File: src/rtl/mc_ctrl_if.sv
// Control bundle between the multi-cycle sequencer and the RV32I datapath/memory.
// The master side is the sequencer; the slave side is the datapath and memory.
interface mc_ctrl_if #(
  parameter int unsigned CNT_W = 32
);
  logic [31:0]      instr;
  logic             zero;
  logic             mem_ready;
  logic             mem_req;
  logic             mem_we;
  logic             adr_src;
  logic             ir_write;
  logic             pc_write;
  logic             reg_write;
  logic [1:0]       alu_src_a;
  logic [1:0]       alu_src_b;
  logic [2:0]       alu_ctrl;
  logic [1:0]       imm_src;
  logic [1:0]       result_src;
  logic             illegal;
  logic             retire;
  logic [CNT_W-1:0] retire_cnt;

  modport master (
    input  instr, zero, mem_ready,
    output mem_req, mem_we, adr_src, ir_write, pc_write, reg_write,
           alu_src_a, alu_src_b, alu_ctrl, imm_src, result_src,
           illegal, retire, retire_cnt
  );

  modport slave (
    output instr, zero, mem_ready,
    input  mem_req, mem_we, adr_src, ir_write, pc_write, reg_write,
           alu_src_a, alu_src_b, alu_ctrl, imm_src, result_src,
           illegal, retire, retire_cnt
  );
endinterface

File: src/rtl/mc_ctrl_fsm.sv
// Multi-cycle RV32I control sequencer: time-shares one ALU and one unified memory
// over fetch/decode/execute/memory/writeback and counts retired instructions.
module mc_ctrl_fsm #(
  parameter int unsigned CNT_W        = 32,
  parameter bit          ILLEGAL_HALT = 1'b0
) (
  input  logic       clk,
  input  logic       rst_n,
  mc_ctrl_if.master  bus
);

  localparam int unsigned OP_W = 7;
  localparam int unsigned F3_W = 3;
  localparam int unsigned F7_W = 7;

  localparam logic [OP_W-1:0] OP_LOAD   = 7'b0000011;
  localparam logic [OP_W-1:0] OP_STORE  = 7'b0100011;
  localparam logic [OP_W-1:0] OP_RTYPE  = 7'b0110011;
  localparam logic [OP_W-1:0] OP_ITYPE  = 7'b0010011;
  localparam logic [OP_W-1:0] OP_BRANCH = 7'b1100011;

  localparam logic [F7_W-1:0] F7_BASE = 7'b0000000;
  localparam logic [F7_W-1:0] F7_ALT  = 7'b0100000;

  localparam logic [2:0] ALU_ADD = 3'b000;
  localparam logic [2:0] ALU_SUB = 3'b001;
  localparam logic [2:0] ALU_AND = 3'b010;
  localparam logic [2:0] ALU_OR  = 3'b011;
  localparam logic [2:0] ALU_XOR = 3'b100;

  typedef enum logic [3:0] {
    S_RST    = 4'd0,
    S_FETCH  = 4'd1,
    S_DECODE = 4'd2,
    S_MEMADR = 4'd3,
    S_MEMRD  = 4'd4,
    S_LDWB   = 4'd5,
    S_MEMWR  = 4'd6,
    S_EXEC_R = 4'd7,
    S_EXEC_I = 4'd8,
    S_ALUWB  = 4'd9,
    S_BEQ    = 4'd10,
    S_ILL    = 4'd11,
    S_HALT   = 4'd12
  } state_t;

  state_t            state_q, state_d;
  logic [CNT_W-1:0]  retire_cnt_q;

  logic [OP_W-1:0]   op;
  logic [F3_W-1:0]   funct3;
  logic [F7_W-1:0]   funct7;
  logic              unused_instr;

  assign op           = bus.instr[6:0];
  assign funct3       = bus.instr[14:12];
  assign funct7       = bus.instr[31:25];
  assign unused_instr = ^{bus.instr[24:15], bus.instr[11:7]};

  // R-type and I-type ALU function decode; *_ok clear means unsupported.
  logic       r_ok, i_ok;
  logic [2:0] r_alu, i_alu;

  always_comb begin
    r_ok  = 1'b1;
    r_alu = ALU_ADD;
    case (funct3)
      3'b000: begin
        if (funct7 == F7_BASE)     r_alu = ALU_ADD;
        else if (funct7 == F7_ALT) r_alu = ALU_SUB;
        else                       r_ok  = 1'b0;
      end
      3'b111:  begin r_alu = ALU_AND; r_ok = (funct7 == F7_BASE); end
      3'b110:  begin r_alu = ALU_OR;  r_ok = (funct7 == F7_BASE); end
      3'b100:  begin r_alu = ALU_XOR; r_ok = (funct7 == F7_BASE); end
      default: r_ok = 1'b0;
    endcase

    i_ok  = 1'b1;
    i_alu = ALU_ADD;
    case (funct3)
      3'b000:  i_alu = ALU_ADD;
      3'b111:  i_alu = ALU_AND;
      3'b110:  i_alu = ALU_OR;
      3'b100:  i_alu = ALU_XOR;
      default: i_ok  = 1'b0;
    endcase
  end

  logic       mem_req, mem_we, adr_src, ir_write, pc_write, reg_write;
  logic [1:0] alu_src_a, alu_src_b, imm_src, result_src;
  logic [2:0] alu_ctrl;
  logic       illegal, retire;

  // Next-state and per-state control decode; anything not driven stays 0.
  always_comb begin
    state_d    = state_q;
    mem_req    = 1'b0;
    mem_we     = 1'b0;
    adr_src    = 1'b0;
    ir_write   = 1'b0;
    pc_write   = 1'b0;
    reg_write  = 1'b0;
    alu_src_a  = 2'b00;
    alu_src_b  = 2'b00;
    alu_ctrl   = ALU_ADD;
    imm_src    = 2'b00;
    result_src = 2'b00;
    illegal    = 1'b0;
    retire     = 1'b0;

    case (state_q)
      S_RST: state_d = S_FETCH;

      S_FETCH: begin
        mem_req    = 1'b1;
        alu_src_b  = 2'b10;
        result_src = 2'b10;
        if (bus.mem_ready) begin
          ir_write = 1'b1;
          pc_write = 1'b1;
          state_d  = S_DECODE;
        end
      end

      // Speculatively forms the branch target into ALUOut while decoding.
      S_DECODE: begin
        alu_src_a = 2'b01;
        alu_src_b = 2'b01;
        imm_src   = 2'b10;
        if (op == OP_LOAD || op == OP_STORE)         state_d = S_MEMADR;
        else if (op == OP_RTYPE)                     state_d = S_EXEC_R;
        else if (op == OP_ITYPE)                     state_d = S_EXEC_I;
        else if (op == OP_BRANCH && funct3 == 3'b000) state_d = S_BEQ;
        else                                         state_d = S_ILL;
      end

      S_MEMADR: begin
        alu_src_a = 2'b10;
        alu_src_b = 2'b01;
        imm_src   = (op == OP_STORE) ? 2'b01 : 2'b00;
        state_d   = (op == OP_STORE) ? S_MEMWR : S_MEMRD;
      end

      S_MEMRD: begin
        mem_req = 1'b1;
        adr_src = 1'b1;
        if (bus.mem_ready) state_d = S_LDWB;
      end

      S_LDWB: begin
        reg_write  = 1'b1;
        result_src = 2'b01;
        retire     = 1'b1;
        state_d    = S_FETCH;
      end

      S_MEMWR: begin
        mem_req = 1'b1;
        mem_we  = 1'b1;
        adr_src = 1'b1;
        if (bus.mem_ready) begin
          retire  = 1'b1;
          state_d = S_FETCH;
        end
      end

      S_EXEC_R: begin
        alu_src_a = 2'b10;
        if (r_ok) begin
          alu_ctrl = r_alu;
          state_d  = S_ALUWB;
        end else begin
          state_d  = S_ILL;
        end
      end

      S_EXEC_I: begin
        alu_src_a = 2'b10;
        alu_src_b = 2'b01;
        if (i_ok) begin
          alu_ctrl = i_alu;
          state_d  = S_ALUWB;
        end else begin
          state_d  = S_ILL;
        end
      end

      S_ALUWB: begin
        reg_write = 1'b1;
        retire    = 1'b1;
        state_d   = S_FETCH;
      end

      S_BEQ: begin
        alu_src_a = 2'b10;
        alu_ctrl  = ALU_SUB;
        pc_write  = bus.zero;
        retire    = 1'b1;
        state_d   = S_FETCH;
      end

      S_ILL: begin
        illegal = 1'b1;
        state_d = ILLEGAL_HALT ? S_HALT : S_FETCH;
      end

      S_HALT: state_d = S_HALT;

      default: state_d = S_RST;
    endcase
  end

  always_ff @(posedge clk or negedge rst_n) begin
    if (!rst_n) begin
      state_q      <= S_RST;
      retire_cnt_q <= '0;
    end else begin
      state_q <= state_d;
      if (retire) retire_cnt_q <= retire_cnt_q + CNT_W'(1);
    end
  end

  assign bus.mem_req    = mem_req;
  assign bus.mem_we     = mem_we;
  assign bus.adr_src    = adr_src;
  assign bus.ir_write   = ir_write;
  assign bus.pc_write   = pc_write;
  assign bus.reg_write  = reg_write;
  assign bus.alu_src_a  = alu_src_a;
  assign bus.alu_src_b  = alu_src_b;
  assign bus.alu_ctrl   = alu_ctrl;
  assign bus.imm_src    = imm_src;
  assign bus.result_src = result_src;
  assign bus.illegal    = illegal;
  assign bus.retire     = retire;
  assign bus.retire_cnt = retire_cnt_q;

endmodule

File: src/flat_wrapper.sv
// flat-port wrapper written by rule: the top's interface ports become plain ports
module mc_ctrl_fsm_flat 
#(
  parameter int unsigned CNT_W        = 32,
  parameter bit          ILLEGAL_HALT = 1'b0
)
  (clk, rst_n, bus_instr, bus_zero, bus_mem_ready, bus_mem_req, bus_mem_we, bus_adr_src, bus_ir_write, bus_pc_write, bus_reg_write, bus_alu_src_a, bus_alu_src_b, bus_alu_ctrl, bus_imm_src, bus_result_src, bus_illegal, bus_retire, bus_retire_cnt);
  mc_ctrl_if #(.CNT_W(CNT_W)) bus_i ();
  input  logic clk;
  input  logic rst_n;
  input wire logic [$bits(bus_i.instr)-1:0] bus_instr;
  input wire logic [$bits(bus_i.zero)-1:0] bus_zero;
  input wire logic [$bits(bus_i.mem_ready)-1:0] bus_mem_ready;
  output wire logic [$bits(bus_i.mem_req)-1:0] bus_mem_req;
  output wire logic [$bits(bus_i.mem_we)-1:0] bus_mem_we;
  output wire logic [$bits(bus_i.adr_src)-1:0] bus_adr_src;
  output wire logic [$bits(bus_i.ir_write)-1:0] bus_ir_write;
  output wire logic [$bits(bus_i.pc_write)-1:0] bus_pc_write;
  output wire logic [$bits(bus_i.reg_write)-1:0] bus_reg_write;
  output wire logic [$bits(bus_i.alu_src_a)-1:0] bus_alu_src_a;
  output wire logic [$bits(bus_i.alu_src_b)-1:0] bus_alu_src_b;
  output wire logic [$bits(bus_i.alu_ctrl)-1:0] bus_alu_ctrl;
  output wire logic [$bits(bus_i.imm_src)-1:0] bus_imm_src;
  output wire logic [$bits(bus_i.result_src)-1:0] bus_result_src;
  output wire logic [$bits(bus_i.illegal)-1:0] bus_illegal;
  output wire logic [$bits(bus_i.retire)-1:0] bus_retire;
  output wire logic [$bits(bus_i.retire_cnt)-1:0] bus_retire_cnt;
  assign bus_i.instr = bus_instr;
  assign bus_i.zero = bus_zero;
  assign bus_i.mem_ready = bus_mem_ready;
  assign bus_mem_req = bus_i.mem_req;
  assign bus_mem_we = bus_i.mem_we;
  assign bus_adr_src = bus_i.adr_src;
  assign bus_ir_write = bus_i.ir_write;
  assign bus_pc_write = bus_i.pc_write;
  assign bus_reg_write = bus_i.reg_write;
  assign bus_alu_src_a = bus_i.alu_src_a;
  assign bus_alu_src_b = bus_i.alu_src_b;
  assign bus_alu_ctrl = bus_i.alu_ctrl;
  assign bus_imm_src = bus_i.imm_src;
  assign bus_result_src = bus_i.result_src;
  assign bus_illegal = bus_i.illegal;
  assign bus_retire = bus_i.retire;
  assign bus_retire_cnt = bus_i.retire_cnt;
  mc_ctrl_fsm #(.CNT_W(CNT_W), .ILLEGAL_HALT(ILLEGAL_HALT)) u_core (.clk(clk), .rst_n(rst_n), .bus(bus_i));
endmodule
File: config.mk
export PLATFORM = sky130hd
export DESIGN_NAME = mc_ctrl_fsm_flat
export DESIGN_NICKNAME = d
export VERILOG_FILES = /design/src/rtl/mc_ctrl_if.sv /design/src/rtl/mc_ctrl_fsm.sv /design/src/flat_wrapper.sv
export SDC_FILE = /design/constraint.sdc
export NUM_CORES = 1
export LEC_CHECK = 0
export ABC_AREA = 1
export CAP_MARGIN = 10
export CORE_ASPECT_RATIO = 0.7
export CORE_UTILIZATION = 47
export DETAILED_ROUTE_END_ITERATION = 10
export PLACE_DENSITY = 0.8
export SKIP_CTS_REPAIR_TIMING = 1
export SYNTH_ARGS = -nofsm -noshare
export SYNTH_HDL_FRONTEND = slang
export SYNTH_SLANG_ARGS = --single-unit
File: constraint.sdc
create_clock -name clk -period 2.1 [get_ports clk]
set_input_delay 0.63 -clock clk [delete_from_list [all_inputs] [get_ports clk]]
set_output_delay 0.63 -clock clk [all_outputs]
set_load 0.005 [all_outputs]
==> results.json <==
{
  "layout-drive-gt1-share": 0.2097,
  "std_cell_rows": 22,
  "syn-num-nets": 468,
  "power_leakage_uw": 0.002067,
  "boundaryPins": 87,
  "antenna_found_initial": 0,
  "track_usage": 0.2772,
  "die_w_um": 91.69,
  "synth_seq_area_share": 0.3404,
  "via_cell_ratio": 5.045,
  "drc": 0,
  "average_footprint_of_a_synthesized_cell_um2": 6.140,
  "grt_pass1_wl_mm": 12.61,
  "yosys-top-cells-area": "sky130_fd_sc_hd__dfrtp_1, sky130_fd_sc_hd__nand2_1, sky130_fd_sc_hd__nor2_1, sky130_fd_sc_hd__inv_1, sky130_fd_sc_hd__nand3_1",
  "die_h_um": 64.78,
  "clk_transition_reported_paths_ps": 70,
  "number_of_maximum_capacitance_constraint_violations": 0,
  "final_hold_viol_count": 0,
  "synth.top_cells.by_count": "sky130_fd_sc_hd__nand2_1, sky130_fd_sc_hd__nor2_1, sky130_fd_sc_hd__inv_1, sky130_fd_sc_hd__dfrtp_1, sky130_fd_sc_hd__nand3_1",
  "die_area_um2": 5939,
  "worst_setup_path_start_kind": "flop",
  "postLayoutCoreUtil": 0.7362,
  "clk-insertion-delay-late_ps": 290,
  "status": "finished with violations",
  "drt_iter0_drc": 203,
  "max_clock_freq_ghz": 0.4186,
  "worst-path-max-fanout": 4,
  "transition_at_the_pin_with_the_smallest_max_transition_slack_ps": 465.4,
  "crit_arrival_ps": 1760,
  "cts_inserted_buffers": 5,
  "synth_enable_flop_cells": 0,
  "grt_max_degree": 37,
  "synth.top_cell.area_share": 0.3404,
  "synth_top_flop_cell": "sky130_fd_sc_hd__dfrtp_1",
  "route.final.wire_length_mm": 8.535,
  "rsz0062_at_grt": "yes",
  "post-route-worst-setup-slack_ps": -289.0,
  "period_needed_ps": 2389,
  "drv_slew": 0,
  "postSynth.asyncResetShare": 1.000,
  "timing.slew.headroom": 0.6897,
  "netlist_instances": 431,
  "area_growth_syn_to_layout_pct": 48.56,
  "finalClockSkew_ps": 6.726,
  "synth-seq-cells": 36,
  "timing.hold.worst.class": "flop to flop",
  "num-nets-final": 570,
  "cts-htree-levels": 2,
  "synth_most_common_cell": "sky130_fd_sc_hd__nand2_1",
  "totalNegativeSetupSlack_ps": -416.5,
  "worst-setup-path-type": "flop to primary output",
  "dr_total_vias": 3057,
  "floorplan.core_area_um2": 5340,
  "power_per_cell_area_nw_per_um2": 769.4,
  "irDropWorstVdd_mv": 0.8055,
  "cp_data_required_time_ps": 1470,
  "wl_per_cell_um": 14.08,
  "synthDominantAreaCellType": "sky130_fd_sc_hd__dfrtp_1",
  "gr-total-overflow": 0,
  "reg2regPathDepth": 10,
  "fillCellCount": 449,
  "diodes": 0,
  "synth_area_um2": 2646,
  "yosysWarnings": 0,
  "place_ws_ps": -855.1,
  "floorplan.initialDensity": 0.4955,
  "first_global_vias": 2637,
  "gp_routability_congestion": 0.8832,
  "synth.lib_cells_used.distinct": 28,
  "cts_sinks": 36,
  "failed_checks": "setup timing",
  "tritoncts_clock_tree": "yes",
  "cts_buffer_depth": 2,
  "placement.io_buffers": 71,
  "endpoint_kind": "primary output",
  "detailedRoute.firstPassIterationCount": 5,
  "period_share": 1.138,
  "holdPathStages": 1,
  "route.antenna.remaining_nets": 0,
  "dp_hpwl_mm": 6.158,
  "clockRootBuffer": "sky130_fd_sc_hd__clkbuf_8",
  "report.final.setup_viol": 4
}
sequential cells by signal (all words and copies together) (netlist names):
| register | flops |
|---|---|
| u_core.state_q | 4 |
| u_core.bus.retire_cnt | 32 |
cell families after synthesis:
logic type / share of synthesized area
xor gates and xnor gates: 0.05485
buffers and inverters: 0.08416
adders and majority gates: 0.004727
DFF: 0.3404
AOI/OAI and AO/OA: 0.03310
and+or+nand+nor: 0.4827
where the power goes:
| part | switching (uW) | total [uW] | internal, uW |
|---|---|---|---|
| Clock | 247 | 515 | 268 |
| Sequential | 151 | 947 | 796 |
| Combinational | 857 | 1560 | 706 |
| Total | 1260 | 3020 | 1770 |
worst max-delay path, stage by stage, from the launching register on:
cell                              delay [ps]
sky130_fd_sc_hd__dfrtp_2                 470
sky130_fd_sc_hd__nor2_4                  180
sky130_fd_sc_hd__buf_6                   140
sky130_fd_sc_hd__nand2_1                  80
sky130_fd_sc_hd__nand3_1                  90
sky130_fd_sc_hd__clkdlybuf4s50_1         510
area by class of cell:
cell class | count | area, um^2 | share of cell area
multi-input cells | 342 | 1708 | 0.4344
repair buffers | 100 | 950.9 | 0.2419
flip-flops and latches | 36 | 904.6 | 0.2301
clock buffers | 8 | 90.09 | 0.02292
inverters | 48 | 187.7 | 0.04774
well taps | 72 | 90.09 | 0.02292
path summary, 6_finish.rpt:
check | start | endpoint | slack, ps
worst max-delay path | u_core.state_q[2] | bus_alu_src_a[1] | -290
worst min-delay path | u_core.bus.retire_cnt[0] | u_core.bus.retire_cnt[0] | 540
worst max register to register | u_core.state_q[0] | u_core.bus.retire_cnt[5] | 140
worst min register to register | u_core.bus.retire_cnt[0] | u_core.bus.retire_cnt[0] | 540
max in group asynchronous | rst_n | u_core.state_q[1] | 990
min in group asynchronous | rst_n | u_core.state_q[3] | 750
cell usage in the layout, fill, tap and decap left out, drive strengths merged:
cell           Yosys  layout
clkbuf             0      16
dlymetal6s2s       0      21
a21oi              2       2
nand2            199     199
dfrtp             36      36
ha                 1       1
xor2               9       9
nand3b             3       3
nand4              3       3
inv               48      48
o211ai             1       1
xnor2              5       5
o21ai             10      10
clkdlybuf4s50      0      35
nor2              79      79
a21boi             1       1
nor3               6       6
nand3             21      21
buf                5      36
o22ai              2       2
per-layer routing:
metal,up-vias,routed length (um),global-route usage,part of all wire
met5,-,0,0,0
met4,0,89,0.04762,0.010
met3,10,588,0.04577,0.069
met2,121,3740,0.3957,0.44
met1,1410,4117,0.4378,0.48
li1,1516,-,-,-
metrics by stage:
step,hold slack (ps),power (uW),std cells,cell area [um^2]
3_3_place_gp,516.0,2247,587,3552
3_5_place_dp,532.1,2280,587,3552
6_report,543.4,3025,606,3931
4_1_cts,540.1,2794,595,3642
5_1_grt,575.2,3174,606,3931
2_1_floorplan,334.4,1607,431,2646
Power figures use the tool's default switching activity.
